`src/rtl/sha256_block_sequencer.sv`:
```
// sha256_block_sequencer
//   Packs 32-byte stream words into 64-byte SHA-256 blocks and appends the
//   FIPS 180-4 padding (0x80 marker, zero fill, 64-bit big-endian bit length).
//   Emits an extra padding-only block when the marker/length do not fit.
//   first/last flags tell the compression core when to load the IV and when
//   the digest is valid.
//
// Ports
//   clk_i, rst_n_i      clock, asynchronous active-low reset
//   in_val_i/in_rdy_o   input word handshake
//   in_data_i           message word, byte 0 = [255:248]
//   in_last_i           final word of the message
//   in_bytes_m1_i       valid bytes minus one on the final word
//   blk_val_o/blk_rdy_i block handshake towards the core
//   blk_data_o          block, byte 0 = [511:504]
//   blk_first_o         first block of a message
//   blk_last_o          final block of a message
//   busy_o              message in progress
module sha256_block_sequencer #(
    parameter int SHA_IF_DATA_W  = 256,
    parameter int SHA_IF_BYTES_W = 5,
    parameter int SHA256_BLOCK_W = 512,
    parameter int LEN_W          = 61
) (
    input  logic                      clk_i,
    input  logic                      rst_n_i,
    input  logic                      in_val_i,
    output logic                      in_rdy_o,
    input  logic [SHA_IF_DATA_W-1:0]  in_data_i,
    input  logic                      in_last_i,
    input  logic [SHA_IF_BYTES_W-1:0] in_bytes_m1_i,
    output logic                      blk_val_o,
    input  logic                      blk_rdy_i,
    output logic [SHA256_BLOCK_W-1:0] blk_data_o,
    output logic                      blk_first_o,
    output logic                      blk_last_o,
    output logic                      busy_o
);

    typedef enum logic [1:0] {ST_FILL, ST_SEND, ST_SEND_PAD} state_t;

    state_t                    state_q;
    logic                      half_q;
    logic [LEN_W-1:0]          cnt_q;
    logic                      first_q;
    logic                      last_q;
    logic                      pad_pend_q;
    logic                      pad_mark_q;
    logic [SHA256_BLOCK_W-1:0] blk_q;

    logic [5:0]                n_d;
    logic [6:0]                u_d;
    logic [LEN_W-1:0]          cnt_d;
    logic [SHA256_BLOCK_W-1:0] blk_fill_d;

    // Message length in bits, big-endian 64-bit field.
    function automatic logic [63:0] len64(input logic [LEN_W-1:0] c);
        return 64'({c, 3'b000});
    endfunction

    // Padding-only block: marker at byte 0 only when the message ended
    // exactly on a block boundary.
    function automatic logic [SHA256_BLOCK_W-1:0] pad_block(input logic mark,
                                                            input logic [LEN_W-1:0] c);
        logic [SHA256_BLOCK_W-1:0] b;
        b = '0;
        if (mark) b[511:504] = 8'h80;
        b[63:0] = len64(c);
        return b;
    endfunction

    // Block contents after accepting the current input word, including
    // masking of stale bytes and in-block padding on the final word.
    always_comb begin
        n_d        = in_last_i ? 6'(in_bytes_m1_i) + 6'd1 : 6'd32;
        u_d        = {1'b0, half_q, 5'd0} + {1'b0, n_d};
        cnt_d      = cnt_q + LEN_W'(n_d);
        blk_fill_d = blk_q;
        for (int i = 0; i < 32; i++) begin
            if (half_q)
                blk_fill_d[255-8*i -: 8] = (!in_last_i || 6'(i) < n_d) ? in_data_i[255-8*i -: 8] : 8'h00;
            else
                blk_fill_d[511-8*i -: 8] = (!in_last_i || 6'(i) < n_d) ? in_data_i[255-8*i -: 8] : 8'h00;
        end
        if (in_last_i) begin
            // Clears bytes left over from the previous block as well.
            for (int i = 0; i < 64; i++) begin
                if (7'(i) >= u_d) blk_fill_d[511-8*i -: 8] = 8'h00;
                if (7'(i) == u_d) blk_fill_d[511-8*i -: 8] = 8'h80;
            end
            if (u_d <= 7'd55) blk_fill_d[63:0] = len64(cnt_d);
        end
    end

    always_ff @(posedge clk_i or negedge rst_n_i) begin
        if (!rst_n_i) begin
            state_q    <= ST_FILL;
            half_q     <= 1'b0;
            cnt_q      <= '0;
            first_q    <= 1'b1;
            last_q     <= 1'b0;
            pad_pend_q <= 1'b0;
            pad_mark_q <= 1'b0;
            blk_q      <= '0;
        end else begin
            case (state_q)
                ST_FILL: begin
                    if (in_val_i) begin
                        blk_q <= blk_fill_d;
                        cnt_q <= cnt_d;
                        if (!in_last_i) begin
                            if (!half_q) begin
                                half_q <= 1'b1;
                            end else begin
                                state_q    <= ST_SEND;
                                last_q     <= 1'b0;
                                pad_pend_q <= 1'b0;
                            end
                        end else begin
                            state_q <= ST_SEND;
                            if (u_d <= 7'd55) begin
                                last_q     <= 1'b1;
                                pad_pend_q <= 1'b0;
                            end else begin
                                last_q     <= 1'b0;
                                pad_pend_q <= 1'b1;
                                pad_mark_q <= (u_d == 7'd64);
                            end
                        end
                    end
                end
                ST_SEND: begin
                    if (blk_rdy_i) begin
                        first_q <= last_q;
                        half_q  <= 1'b0;
                        if (pad_pend_q) begin
                            state_q    <= ST_SEND_PAD;
                            pad_pend_q <= 1'b0;
                            blk_q      <= pad_block(pad_mark_q, cnt_q);
                        end else begin
                            state_q <= ST_FILL;
                            if (last_q) cnt_q <= '0;
                        end
                    end
                end
                ST_SEND_PAD: begin
                    if (blk_rdy_i) begin
                        cnt_q   <= '0;
                        first_q <= 1'b1;
                        state_q <= ST_FILL;
                    end
                end
                default: state_q <= ST_FILL;
            endcase
        end
    end

    assign in_rdy_o    = (state_q == ST_FILL);
    assign blk_val_o   = (state_q != ST_FILL);
    assign blk_data_o  = blk_q;
    assign blk_first_o = (state_q == ST_SEND) & first_q;
    assign blk_last_o  = (state_q == ST_SEND) ? last_q : (state_q == ST_SEND_PAD);
    assign busy_o      = (cnt_q != '0) | (state_q != ST_FILL);

endmodule
```
`config.mk`:
```
export PLATFORM = sky130hd
export DESIGN_NAME = sha256_block_sequencer
export DESIGN_NICKNAME = d
export VERILOG_FILES = /design/src/rtl/sha256_block_sequencer.sv
export SDC_FILE = /design/constraint.sdc
export NUM_CORES = 1
export LEC_CHECK = 0
export BUFFER_PORTS_ARGS = -buffer_cell sky130_fd_sc_hd__buf_2
export CORE_AREA = 2 2 306 308
export DETAILED_ROUTE_END_ITERATION = 12
export DIE_AREA = 0 0 308 310
export PLACE_DENSITY_LB_ADDON = 0.15
export SYNTH_ARGS = -nofsm -noshare
export SYNTH_HDL_FRONTEND = slang
export SYNTH_SLANG_ARGS = --single-unit
```
`constraint.sdc`:
```
create_clock -name clk_i -period 3.9 [get_ports clk_i]
set_input_delay 0.39 -clock clk_i [delete_from_list [all_inputs] [get_ports clk_i]]
set_output_delay 0.39 -clock clk_i [all_outputs]
set_load 0.005 [all_outputs]
```
Yosys cells after proc, flatten, opt, wreduce, memory -nomap -nowiden
Index checks and enable logic that the tools add are counted.
Widths: inputs -> output; s select.
{ "totals": {"ff_bits": 580, "inputBits": 266} }
{ "classes": {"addsub": 3, "n_lt_le_gt_ge": 97, "n_eq_ne": 74, "n_mux": 260, "bitwise": 3, "n_reduce_logical": 49} }
{ "ops": {"columns": ["operator", "count"], "rows": [
  ["$mux 512", 4],
  ["$mux 8", 225],
  ["$pmux 512 s2", 1],
  ["$mux 61", 5],
  ["$eq 6x7->1 const A", 32],
  ["$ge 6x7->1 const A", 32],
  ["$pmux 61 s3", 1],
  ["$eq 5x7->1 const A", 16],
  ["$ge 5x7->1 const A", 16],
  ["$lt 5x6->1 const A", 16],
  ["$mux 64", 1],
  ["$add 61x6->61", 1],
  ["$reduce_bool 61->1", 1],
  ["$eq 4x7->1 const A", 8],
  ["$ge 4x7->1 const A", 8],
  ["$lt 4x6->1 const A", 8],
  ["$logic_or 1x1->1", 32],
  ["$eq 3x7->1 const A", 4],
  ["$ge 3x7->1 const A", 4],
  ["$lt 3x6->1 const A", 4],
  ["$reduce_and 4->1", 5],
  ["$eq 2x7->1 const A", 2],
  ["$ge 1x7->1 const A", 2],
  ["$ge 2x7->1 const A", 2],
  ["26 further kinds", 56]
]} }

Depth between registers and ports, before layout
{ "logic_depth": {"word_depth": 12, "mapped_depth": 17, "mapped_depth_nobuf": 12} }

Least setup slack after synthesis
No wires, ideal clock.
{ "synth_timing": {"path_type": "input port to flip-flop", "startpoint": "input port in_bytes_m1_i[0]", "endpoint": "register blk_q[53], in the netlist blk_data_o[53]", "setup_time_ns": 0.065, "t_arrival_ns": 3.804, "required_ns": 3.835, "setup_slack_ns": 0.031, "cell_stages": 17, "path_buffers": 5, "cell_sequence": "ha_1 -> and3_1 -> buf_2 -> mux2i_1 -> buf_2 -> inv_2 -> buf_4 -> buf_6 -> ha_1 -> o21ai_0 -> o21ai_0 -> nand4_2 -> or4_1 -> buf_2 -> or4_1 -> a21oi_1 -> a211o_1"} }
{ "synth_between": {"elab_chain_cells": 12, "word_cells_on_any_way": 17} }
{ "synth_rtl": {"columns": ["item", "line_no", "text"], "rows": [
  ["start: declaration", "31", "input logic [SHA_IF_BYTES_W-1:0] in_bytes_m1_i,"],
  ["$add 5x1->6 *", "75", "n_d = in_last_i ? 6'(in_bytes_m1_i) + 6'd1 : 6'd32;"],
  ["$mux 6 *", "75", null],
  ["parallel branches: the longest is 7 deep, another holds $add 6x6->7", null, null],
  ["$mux 512 *", "85", "if (in_last_i) begin"],
  ["$mux 512 *", "108", "if (in_val_i) begin"],
  ["$pmux 512 s2 *", "106", "case (state_q)"],
  ["end signal: assignment", "109", "blk_q <= blk_fill_d;"],
  ["end signal: assignment", "139", "blk_q <= pad_block(pad_mark_q, cnt_q);"],
  ["end: declaration", "49", "logic [SHA256_BLOCK_W-1:0] blk_q;"]
]} }
Every way passes the cells marked *. The select of a mux whose other input is x is not followed.
A chain may end at the register's enable or synchronous reset.

Worst setup path after layout
{ "layout_timing": {"startpoint": "register state_q[1]", "endpoint": "register blk_q[240], in the netlist blk_data_o[240]"} }
{ "layout_between": {"elab_chain_cells": 3, "word_cells_on_any_way": 8} }
{ "layout_rtl": {"columns": ["item", "line_no", "text"], "rows": [
  ["start: declaration", "42", "state_t state_q;"],
  ["start signal: assignment", "97", "state_q <= ST_FILL;"],
  ["start signal: assignment", "115", "state_q <= ST_SEND;"],
  ["start signal: assignment", "120", "state_q <= ST_SEND;"],
  ["$eq 2x1->1 / $logic_not 2->1 (equally long branches)", "106", null],
  ["$ne 2x2->1 (no line) / $reduce_bool 2->1 (equally long branches)", null, null],
  ["$reduce_and 4->1 (no line)", null, null]
]} }
Parallel ways exist; a longest one is shown, timed or not.

==> results by stage <==
Floorplan:
- The core region area is a little over 90000 um2.
- The area enclosed by the die boundary is between 90000 and 100000 um2.
- The initial core utilization is between 30% and 40%.
- The die is 310 um tall.
- around 780 I/O pins were placed.
- The die is slightly above 300 um wide.
- The initialized floorplan defines roughly 110 standard-cell rows.

Logic synthesis:
- The number of instances in the synthesized netlist is ~2900.
- The post-synth design cell area is just under 30000 um2.
- After synthesis the netlist holds a flip-flop and latch count of between 500 and 600.
- Summing the sequential cell areas from Yosys gives 50.3% of the chip area.
- In this run the mean area of a mapped cell was approximately 10 um2.
- The cell type with the highest aggregate area in the netlist is sky130_fd_sc_hd__dfrtp_1.
- The most used flip-flop cell after synthesis is sky130_fd_sc_hd__dfrtp_1.
- The count of yosys warnings during synthesis is 0.
- The share of synthesized area in the top cell type comes to ~50%.
- By area the synthesized netlist is led by sky130_fd_sc_hd__dfrtp_1, sky130_fd_sc_hd__a32o_1, sky130_fd_sc_hd__a22o_1.
- The synthesized design contains 0 enable-type register cells.
- Counting flops with an async set or reset pin after synthesis yields a share of between 90% and 100%.
- The number of nets produced by synthesis is roughly 3200.
- The number of distinct library cells after synthesis is just under 100.

Setup path:
- By instance count, the cell type seen most on the critical path is sky130_fd_sc_hd__nand2_1.
- The critical-path maximum fanout is 17.
- The launching point of the worst reg2reg path is state_q[1].
- Traced cell by cell, the critical path runs through inv_1 -> ha_1 -> nand2_1 -> or2_4 -> nor2_1 -> nand2_1 -> nor3_1 -> a22o_1.
- The critical path buffer and inverter count is 1.
- The beginning of the critical path is state_q[1].
- The endpoint identified for the worst register-to-register timing path is blk_data_o[240].
- STA puts the critical path data arrival time at approximately 4.2 ns.
- On the critical path the largest part of the delay comes from simple AND/OR/NAND/NOR gates.
- The worst reg-to-reg path cell count is 8.
- STA classifies the critical path startpoint as a register.
- The worst-case register-to-register setup slack is 0.29 ns.
- The data required time of the critical path is roughly 4.5 ns.
- The setup path with the least slack is of type reg2reg.
- The largest single stage delay on the critical path is 1.08 ns.
- The standard cell with the maximum stage delay on the critical path is sky130_fd_sc_hd__nor3_1.
- The element type at the critical path end is a register.

Status:
- The run finished with clean final reports.

Timing:
- The worst path in the final design needs a cycle of about 3.6 ns, including I/O delays and setup.
- The final-report max-slew violation count is 0.
- Derived from the worst setup path, the maximum achievable clock frequency is 277 MHz.
- The final-layout setup total negative slack is 0 ns.
- Setup repair after global routing left no endpoint under its margin.
- The worst path uses slightly above 90% of the clock period.
- The transition time of the tightest slew-check pin is 1.30 ns.
- The number of hold-slack violations in the final timing report was 0.
- The final-report setup violation count is 0.
- The relative slew slack is 12.8%.
- On the final layout, the worst clock skew is 0.0222 ns.

CTS:
- The clock latency reported for the late side of the worst-skew pair is approximately 0.64 ns.
- TritonCTS built the clock tree.
- No sink is reached through more buffers than the 3 on the longest clock path.
- After clock tree synthesis, the clock-pin slew on the worst setup and hold paths is ~0.060 ns.
- The number of post-CTS setup repair buffers is 0.
- The total CTS buffers is 72.
- The number of H-tree levels is 3.
- CTS saw between 500 and 600 sinks.
- The library cell used as clock root buffer is sky130_fd_sc_hd__clkbuf_16.

Min path:
- The tightest min-delay check is of the in2reg type.
- In this run the most critical hold path is launched from in_data_i[190].
- The cell depth of the worst min-delay path is 2.
- The path with the worst hold slack has its endpoint at blk_data_o[446].

Detailed routing:
- The detailed router placed between 30000 and 40000 vias in this run.
- In the routed layout, each cell is associated on average with a via count of 5.91.
- The DRC violations left is 0.
- After detailed routing, the total wire length is 150000 um.
- The iteration count of the initial detailed-routing pass is 5.
- The iteration-0 DRC count of the detailed router is 3481.
- Once detail routing completed, the nets flagged for antenna violations numbered 0.
- The per-cell routed wire length is approximately 30 um.

GRT:
- The first global-routing pass estimated ~210000 um of wire.
- Entering global routing, the biggest net connects 132 pins.
- The number of global-route vias before repair came to slightly below 30000.
- Global routing finished with a remaining overflow of 0.
- The number of antenna violations at the first check in global routing is 17.
- For this run, the total global-route usage over all layers was measured as a little under a third.

Placed design:
- Routability-driven placement finished with a final weighted congestion of 0.941.
- Detailed placement ended at an HPWL of between 100000 and 150000 um.
- The count of buffers inserted at the top-level ports is around 800.

Power and ir drop:
- The analysis attributes to cell leakage a power of around 0.019 uW.
- In this run the power density over the cells is 758 nW/um2.
- The peak supply drop is around 0.42 mV.

Layout:
- At the end of the flow the core is filled with cells to a little over two fifths.
- The area overhead of the layout relative to synthesis is 35.2%.
- The total number of nets in the final design is ~4100.
- Of the cells placed in the final design, the portion with a size suffix greater than 1 is about 29%.

Flow run:
- The max-capacitance violation count is 0.
[synth_stat cells, types with 14 or more instances]
cell type / count
sky130_fd_sc_hd__nand3_1: 93
sky130_fd_sc_hd__o21ai_1: 54
sky130_fd_sc_hd__nor2_1: 183
sky130_fd_sc_hd__a32oi_1: 14
sky130_fd_sc_hd__nor4_1: 31
sky130_fd_sc_hd__clkbuf_1: 159
sky130_fd_sc_hd__xor2_1: 15
sky130_fd_sc_hd__a21oi_1: 155
sky130_fd_sc_hd__a211oi_1: 23
sky130_fd_sc_hd__xnor2_1: 20
sky130_fd_sc_hd__nand4_1: 27
sky130_fd_sc_hd__inv_1: 27
sky130_fd_sc_hd__o22ai_1: 14
sky130_fd_sc_hd__and2_1: 20
sky130_fd_sc_hd__a31oi_1: 46
sky130_fd_sc_hd__o2bb2ai_1: 36
sky130_fd_sc_hd__mux2i_1: 18
sky130_fd_sc_hd__nor2b_1: 31
sky130_fd_sc_hd__a32o_1: 204
sky130_fd_sc_hd__nand2_1: 244
sky130_fd_sc_hd__and3_1: 42
sky130_fd_sc_hd__nor3_1: 57
sky130_fd_sc_hd__dfrtp_1: 579
sky130_fd_sc_hd__a22o_1: 172
sky130_fd_sc_hd__buf_2: 33
sky130_fd_sc_hd__a21o_1: 26
sky130_fd_sc_hd__o21ai_0: 215
sky130_fd_sc_hd__o31ai_1: 42
sky130_fd_sc_hd__o211ai_1: 19
sky130_fd_sc_hd__a221o_1: 18
sky130_fd_sc_hd__buf_1: 18
[how the worst max path moves through the flow]
stage | to | slack, ns | depth (start not counted)
floorplan | blk_data_o[53] | 0.03 | 17
global placement | blk_data_o[53] | 0.12 | 13
detailed placement | blk_data_o[53] | 0.1 | 13
CTS | blk_data_o[243] | 0.36 | 8
global route | blk_data_o[243] | 0.18 | 8
finish | blk_data_o[240] | 0.29 | 8
[cells in the final DEF, fill, tap and decap left out, drive strengths merged, types with 36 or more instances in the layout]
cell type	netlist	routed
nor3	62	62
dfrtp	579	579
buf	54	957
a21oi	157	157
nor2	185	185
and3	43	43
clkbuf	160	106
dlygate4sd3	0	169
nand3	94	94
nand2	246	246
a32o	204	204
o31ai	45	45
a22o	172	172
o21ai	269	269
o2bb2ai	36	36
a31oi	46	46
[kinds of logic (layout without fill, tap and decap cells)]
kind of cell	Yosys count	count (layout)	share of synthesized area, %
other	0	7	0
DFF	580	580	50.3
adders and majority gates	14	14	0.633
AOI/OAI and AO/OA	1177	1177	30.3
and+or+nand+nor	801	801	13.5
xor gates and xnor gates	35	35	1.06
buffers and inverters	248	1284	3.43
muxes	21	21	0.742
[final cells by class]
cell class	instances	area, um2
well taps	1197	1500
inverters	34	130
flip-flops and latches	580	14500
clock buffers	106	2110
diodes	7	17.5
clock inverters	18	219
multi-input cells	2048	13400
fillers	9356	53500
repair buffers	1126	7080
[where the power goes]
group / switching, uW / internal, uW
combinational: 7730 / 5020
clock: 2790 / 4010
sequential: 1680 / 8310
[flip-flops by register name (all words and copies together) (netlist names)]
| register | flops |
|---|---|
| first_q | 1 |
| state_q | 2 |
| half_q | 1 |
| last_q | 1 |
| pad_pend_q | 1 |
| blk_data_o | 512 |
| cnt_q | 61 |
| pad_mark_q | 1 |
[per-layer routing]
metal	global-route usage [%]	part of all wire [%]	routed length (um)
met5	0	0.063	94
met3	6.58	8.2	12300
met1	41.1	43	64100
met4	11.6	4.1	6080
met2	47.0	45	67400
[worst register-to-register path: cells and delay by family (launching register included)]
| kind | cells | cell delay, ns |
|---|---|---|
| AO/OA/AOI/OAI | 1 | 0.30 |
| adder cells (fa/ha/maj) | 1 | 0.26 |
| buffers and inverters | 1 | 0.11 |
| flip-flops | 1 | 0.39 |
| AND/OR/NAND/NOR | 5 | 2.49 |
[through the flow]
step	power [uW]	worst slack [ns]	instances	hold slack (ns)	cell area (um2)
floorplan	15800	0.0307	2876	0.0944	28800
detailed placement	22500	0.0997	4816	0.409	35000
finish	29500	0.286	5116	0.0392	39000
CTS	29600	0.363	5109	0.000161	39000
global placement	22500	0.119	4816	0.407	35000
global route	31100	0.179	5114	0.0203	39000
[repair_timing]
action / 4_1_cts / 5_1_grt
gates resized for setup: 0 / 0
hold buffers: 169 / 0
hold endpoints to repair: 345 / 0
No activity file was read; power rests on OpenSTA's default activity.
